### config.mk
export PLATFORM = sky130hd
export DESIGN_NAME = uart_rx_ctrl
export DESIGN_NICKNAME = d
export VERILOG_FILES = /design/src/rtl/uart_rx_ctrl.sv
export SDC_FILE = /design/constraint.sdc
export NUM_CORES = 1
export LEC_CHECK = 0
export CAP_MARGIN = 10
export CELL_PAD_IN_SITES_DETAIL_PLACEMENT = 0
export CELL_PAD_IN_SITES_GLOBAL_PLACEMENT = 1
export CORE_ASPECT_RATIO = 1.2
export CORE_UTILIZATION = 38
export CTS_CLUSTER_SIZE = 24
export DETAILED_ROUTE_END_ITERATION = 16
export DONT_BUFFER_PORTS = 1
export PLACE_DENSITY_LB_ADDON = 0.12
export SYNTH_ARGS = -nofsm -noshare
export SYNTH_HDL_FRONTEND = slang
export SYNTH_SLANG_ARGS = --single-unit
### constraint.sdc
create_clock -name clk -period 2.6 [get_ports clk]
set_input_delay 0.26 -clock clk [delete_from_list [all_inputs] [get_ports clk]]
set_output_delay 0.26 -clock clk [all_outputs]
set_load 0.03 [all_outputs]
### src/rtl/uart_rx_ctrl.sv
// ---------------------------------------------------------------------------
// uart_rx_ctrl
//
// Receive controller for the UART RX path. Works together with an external
// edge/bit counter: this block drives cnt_enable and the counter returns
// edge_cnt (oversampling tick within the current bit) and bit_cnt (bit index
// within the frame, start bit = 0).
//
// For each bit, the middle three oversampling ticks are captured and
// majority-voted. The start bit is validated. Data is deserialized LSB-first.
// Optional parity and the stop bit are checked. A clean frame updates p_data
// together with a one-cycle data_valid pulse.
//
// Ports
//   clk          in   1           clock
//   rst_n        in   1           asynchronous active-low reset
//   rx_in        in   1           serial line (already synchronized), idle high
//   prescale     in   6           oversampling ratio: 8, 16 or 32
//   par_en       in   1           frame carries a parity bit
//   par_typ      in   1           0: even parity, 1: odd parity
//   edge_cnt     in   6           counter: tick 0..prescale-1 within bit
//   bit_cnt      in   4           counter: bit index in frame
//   cnt_enable   out  1           counter run enable; 0 clears the counter
//   p_data       out  DATA_WIDTH  last good byte
//   data_valid   out  1           one-cycle pulse on a clean frame
//   par_err      out  1           parity mismatch in last frame (held)
//   stp_err      out  1           stop bit sampled low in last frame (held)
//   start_glitch out  1           one-cycle pulse: false start rejected
//
// DATA_WIDTH supports 5..8 data bits per frame.
// ---------------------------------------------------------------------------
module uart_rx_ctrl #(
    parameter int DATA_WIDTH = 8
) (
    input  logic                  clk,
    input  logic                  rst_n,
    input  logic                  rx_in,
    input  logic [5:0]            prescale,
    input  logic                  par_en,
    input  logic                  par_typ,
    input  logic [5:0]            edge_cnt,
    input  logic [3:0]            bit_cnt,
    output logic                  cnt_enable,
    output logic [DATA_WIDTH-1:0] p_data,
    output logic                  data_valid,
    output logic                  par_err,
    output logic                  stp_err,
    output logic                  start_glitch
);

    // FSM encoding
    localparam logic [2:0] ST_IDLE   = 3'd0;
    localparam logic [2:0] ST_START  = 3'd1;
    localparam logic [2:0] ST_DATA   = 3'd2;
    localparam logic [2:0] ST_PARITY = 3'd3;
    localparam logic [2:0] ST_STOP   = 3'd4;

    // bit_cnt value carried by the final data bit (start bit is index 0)
    localparam logic [3:0] LAST_DATA_BIT = 4'(DATA_WIDTH);

    logic [2:0]            state_reg;
    logic [2:0]            state_next;

    logic [2:0]            samp_reg;      // s0, s1, s2 of the current bit
    logic [DATA_WIDTH-1:0] shift_reg;
    logic                  parity_reg;    // running XOR of received data bits
    logic [DATA_WIDTH-1:0] p_data_reg;
    logic                  data_valid_reg;
    logic                  par_err_reg;
    logic                  stp_err_reg;
    logic                  start_glitch_reg;

    logic [5:0]            half;
    logic [5:0]            last_edge;
    logic                  at_last;
    logic [2:0]            sample_hit;
    logic                  smp;
    logic                  busy;
    logic                  idle_start;

    // -----------------------------------------------------------------------
    // Bit timing helpers
    // -----------------------------------------------------------------------
    // Sample points sit on ticks h-1, h, h+1 around the bit centre. For every
    // legal prescale, h+1 < prescale-1, so all three samples are taken before
    // the last tick, where the voted value is consumed.
    assign half      = {1'b0, prescale[5:1]};
    assign last_edge = prescale - 6'd1;
    assign at_last   = (edge_cnt == last_edge);
    assign busy      = (state_reg != ST_IDLE);

    // A low line while idle begins a frame. The same condition clears the
    // per-frame flags and accumulators on the way into START.
    assign idle_start = (state_reg == ST_IDLE) && !rx_in;

    generate
        for (genvar gi = 0; gi < 3; gi++) begin : g_sample_pt
            localparam logic [5:0] OFFSET = 6'(gi);
            assign sample_hit[gi] = busy && (edge_cnt == half + OFFSET - 6'd1);
        end
    endgenerate

    // 2-of-3 majority vote. A single-tick glitch on any one sample is rejected.
    assign smp = (samp_reg[0] & samp_reg[1]) |
                 (samp_reg[0] & samp_reg[2]) |
                 (samp_reg[1] & samp_reg[2]);

    // -----------------------------------------------------------------------
    // Next-state logic
    // -----------------------------------------------------------------------
    always_comb begin
        state_next = state_reg;
        case (state_reg)
            ST_IDLE: begin
                if (!rx_in) begin
                    state_next = ST_START;
                end
            end
            ST_START: begin
                if (at_last) begin
                    state_next = smp ? ST_IDLE : ST_DATA;
                end
            end
            ST_DATA: begin
                if (at_last && (bit_cnt == LAST_DATA_BIT)) begin
                    state_next = par_en ? ST_PARITY : ST_STOP;
                end
            end
            ST_PARITY: begin
                if (at_last) begin
                    state_next = ST_STOP;
                end
            end
            ST_STOP: begin
                if (at_last) begin
                    state_next = ST_IDLE;
                end
            end
            default: begin
                state_next = ST_IDLE;
            end
        endcase
    end

    // -----------------------------------------------------------------------
    // State register
    // -----------------------------------------------------------------------
    always_ff @(posedge clk or negedge rst_n) begin
        if (!rst_n) begin
            state_reg <= ST_IDLE;
        end else begin
            state_reg <= state_next;
        end
    end

    // -----------------------------------------------------------------------
    // Oversample capture
    // -----------------------------------------------------------------------
    always_ff @(posedge clk or negedge rst_n) begin
        if (!rst_n) begin
            samp_reg <= 3'b000;
        end else begin
            for (int i = 0; i < 3; i++) begin
                if (sample_hit[i]) begin
                    samp_reg[i] <= rx_in;
                end
            end
        end
    end

    // -----------------------------------------------------------------------
    // Deserializer and running parity
    // -----------------------------------------------------------------------
    // Right shift with the new bit entering at the MSB. After DATA_WIDTH bits,
    // the first (LSB-first) bit received lands in bit 0.
    always_ff @(posedge clk or negedge rst_n) begin
        if (!rst_n) begin
            shift_reg  <= '0;
            parity_reg <= 1'b0;
        end else if (idle_start) begin
            shift_reg  <= '0;
            parity_reg <= 1'b0;
        end else if ((state_reg == ST_DATA) && at_last) begin
            shift_reg  <= {smp, shift_reg[DATA_WIDTH-1:1]};
            parity_reg <= parity_reg ^ smp;
        end
    end

    // -----------------------------------------------------------------------
    // Frame checks and result outputs
    // -----------------------------------------------------------------------
    always_ff @(posedge clk or negedge rst_n) begin
        if (!rst_n) begin
            p_data_reg       <= '0;
            data_valid_reg   <= 1'b0;
            par_err_reg      <= 1'b0;
            stp_err_reg      <= 1'b0;
            start_glitch_reg <= 1'b0;
        end else begin
            // Both pulses last exactly one cycle.
            data_valid_reg   <= 1'b0;
            start_glitch_reg <= 1'b0;

            // Error flags hold across IDLE and clear only when a new frame
            // starts. p_data is left untouched by errored frames.
            if (idle_start) begin
                par_err_reg <= 1'b0;
                stp_err_reg <= 1'b0;
            end

            if (at_last) begin
                case (state_reg)
                    ST_START: begin
                        // A start bit that votes high was noise on an idle line.
                        if (smp) begin
                            start_glitch_reg <= 1'b1;
                        end
                    end
                    ST_PARITY: begin
                        // Expected parity bit is XOR(data) for even, its
                        // complement for odd.
                        par_err_reg <= (smp != (parity_reg ^ par_typ));
                    end
                    ST_STOP: begin
                        stp_err_reg <= ~smp;
                        // par_err_reg is always cleared at frame start, so
                        // it is 0 here for frames without parity.
                        if (!par_err_reg && smp) begin
                            p_data_reg     <= shift_reg;
                            data_valid_reg <= 1'b1;
                        end
                    end
                    default: begin
                    end
                endcase
            end
        end
    end

    // -----------------------------------------------------------------------
    // Outputs
    // -----------------------------------------------------------------------
    // Moore output, so cnt_enable drops as soon as reset forces IDLE.
    assign cnt_enable   = busy;
    assign p_data       = p_data_reg;
    assign data_valid   = data_valid_reg;
    assign par_err      = par_err_reg;
    assign stp_err      = stp_err_reg;
    assign start_glitch = start_glitch_reg;

endmodule

==> impl_metrics.tcl <==
set metrics [dict create \
    worst_pin_slew_ps 742 \
    critPathCaptureType "flip-flop" \
    drtIter0Drc 59 \
    grt_pass1_wl_um 6480 \
    viasPerCell 5.76 \
    cts_buffer_depth 2 \
    setup_violations 0 \
    crit_path_start_kind "input pin" \
    cts_buffers 3 \
    start_util_pct 40.2 \
    fmax_ghz 0.502 \
    ant_nets 0 \
    final_max_slew_viol_count 0 \
    die_h_um 75.8 \
    clk_latency_ps 270 \
    async_flop_share_pct 100 \
    port_buffers 0 \
    gr-total-overflow 0 \
    synth_nets 204 \
    area_delta_synth_final_pct 7.25 \
    r2r-end "p_data[0]" \
    crit_required_ps 2760 \
    powerDensity_nw_per_um2 529 \
    hold_path_class "in2reg" \
    hold_viol 0 \
    final_common_cell "dfrtp_1" \
    skew_ps 4.57 \
    yosysWarnings 0 \
    crit_path_cell_trace "inv_1, ha_1, nor3b_1, and3_1, o211a_1, and4_1, mux2_2" \
    yosys_most_used_dff "dfrtp_1" \
    antenna_found_initial 0 \
    multi_input_area_um2 986 \
    synth_area_leader_cell "dfrtp_1" \
    synth_edf_count 0 \
    synth.top_cell.area_share_pct 39.1 \
    dieWidth_um 63.5 \
    dr.pass1.iters 4 \
    globalRouteTotalUtil_pct 17.2 \
    wl_per_cell_um 16.6 \
    avgSynthCellArea_um2 9.65 \
    htree_levels 1 \
    ioPinCount 34 \
    maxCapViolCount 0 \
    yosys_register_bits 27 \
    cts_root_buf "clkbuf_8" \
    worstSetupEndpoint "p_data[0]" \
    nets 205 \
    diodes 0 \
    fin_crit_ps 1990 \
    cp_slowest_cell "and4_1" \
    vias 1354 \
    crit-reg2reg-launch "state_reg[0]" \
    drc 0 \
    critPathLaunch "prescale[1]" \
    gp_congestion 0.819 \
    cp_data_arrival_time_ps 2160 \
    finalSetupTns_ps 0 \
    synth_area_leaders "dfrtp_1 (39%), mux2_2 (7.2%), xnor2_1 (5.6%)" \
    fillerInstances 441 \
    fin_crit_sh_pct 76.6 \
    utilization_pct 43.1 \
    slew_headroom_pct 49.2 \
    synth_area_um2 1730 \
    status "complete, no violations" \
    rsz0062_at_grt "no" \
    synth_cell_type_count 48 \
    r2r_cells 3 \
    power.leakage_nw 0.780 \
    drive_gt1_share_pct 13.4 \
    cp_max_fo 8 \
    cts_sinks 27 \
    synth-seq-area-share_pct 39.1 \
    ir_worst_vdd_uv 206 \
    rows 26 \
    grt_max_degree 28 \
    cpPeakStageDelay_ps 420 \
    core_area_um2 4290 \
    grt_pass1_vias 1356 \
    hold_ws_ps 111 \
    hpwl_um 3010 \
    clk_pin_slew_ps 100 \
    die_area_um2 4820 \
    netlist_instances 179 \
    r2r_setup_slack_ps 640 \
    crit_type "in2reg" \
    cts_tree "built" \
    routed_wl_um 3900 \
    seq_area_um2 676 \
]
==> cells by family after synthesis <==
logic type / synth area share, %
buffers and inverters: 3.77
adder cells (fa/ha/maj): 2.90
flip-flops: 39.1
XOR/XNOR: 10.1
AND/OR/NAND/NOR: 19.8
multiplexers: 9.57
AO/OA/AOI/OAI: 14.7
==> synthesized netlist by cell type, types with 2 or more instances <==
| cell | instances |
|---|---|
| o21ai_0 | 11 |
| nand3_1 | 8 |
| ha_1 | 4 |
| inv_1 | 3 |
| nor4_1 | 3 |
| dfrtp_1 | 27 |
| o21a_1 | 2 |
| mux2_2 | 11 |
| o211a_1 | 2 |
| buf_2 | 4 |
| a21oi_1 | 11 |
| nor3_1 | 3 |
| o211ai_1 | 2 |
| nor3b_1 | 3 |
| nor2_1 | 11 |
| nand4_1 | 10 |
| xor2_1 | 9 |
| clkbuf_1 | 4 |
| xnor2_1 | 11 |
| nor2b_1 | 2 |
| nand2_1 | 8 |
| mux2i_1 | 3 |
| o31ai_1 | 2 |
==> stage by stage <==
stage | cell area [µm²] | setup slack (ps) | cells | power [mW]
2_1_floorplan | 1730 | 400 | 179 | 0.695
3_3_place_gp | 1770 | 384 | 229 | 0.725
3_5_place_dp | 1770 | 309 | 229 | 0.728
4_1_cts | 1850 | 601 | 235 | 0.983
6_report | 1850 | 609 | 235 | 0.979
5_1_grt | 1850 | 310 | 235 | 1.03
==> metal layers <==
layer	up-vias	share of wire (%)	global-route usage, %
met5	-	0	0
met4	0	0.92	6.06
met3	4	3.6	2.10
met2	31	53	31.8
met1	661	42	20.8
li1	658	-	-
==> where the power goes <==
group,switching [mW],leakage [nW],internal [mW]
registers,0.0468,0.368,0.450
clock network,0.136,0.0217,0.109
logic,0.131,0.391,0.106
total,0.314,0.780,0.665
==> worst min path at each step <==
| stage | from | end | slack, ps | cells past startpoint |
|---|---|---|---|---|
| after detailed placement | rst_n | state_reg[2] | -30 | 0 |
| after global placement | rst_n | state_reg[0] | -40 | 0 |
| final | rx_in | samp_reg[2] | 110 | 1 |
| after CTS | rx_in | samp_reg[2] | 110 | 1 |
| after global routing | rx_in | samp_reg[2] | 110 | 1 |
| after floorplan | rst_n | data_valid | -40 | 0 |
==> worst max-delay path, delay by kind of cell <==
family,cells,cell delay [ps]
adder cells (fa/ha/maj),1,210
AO/OA/AOI/OAI,1,170
AND/OR/NAND/NOR,3,1040
multiplexers,1,380
buffers and inverters,1,90
==> what timing repair did <==
action,CTS,global route
hold endpoints to repair,27,0
buffers inserted,0,0
resized for setup,0,0
hold buffers,2,0
endpoints found under the setup margin,0,0
==> layout make-up <==
type	count	share of cell area [%]
Sequential cell	27	36.5
Clock inverter	1	0.405
Tap cell	56	3.78
Multi-Input combinational cell	139	53.2
Clock buffer	3	2.23
Inverter	3	0.608
Timing Repair Buffer	6	3.24
Note: power is estimated with default switching activity, not from simulation.
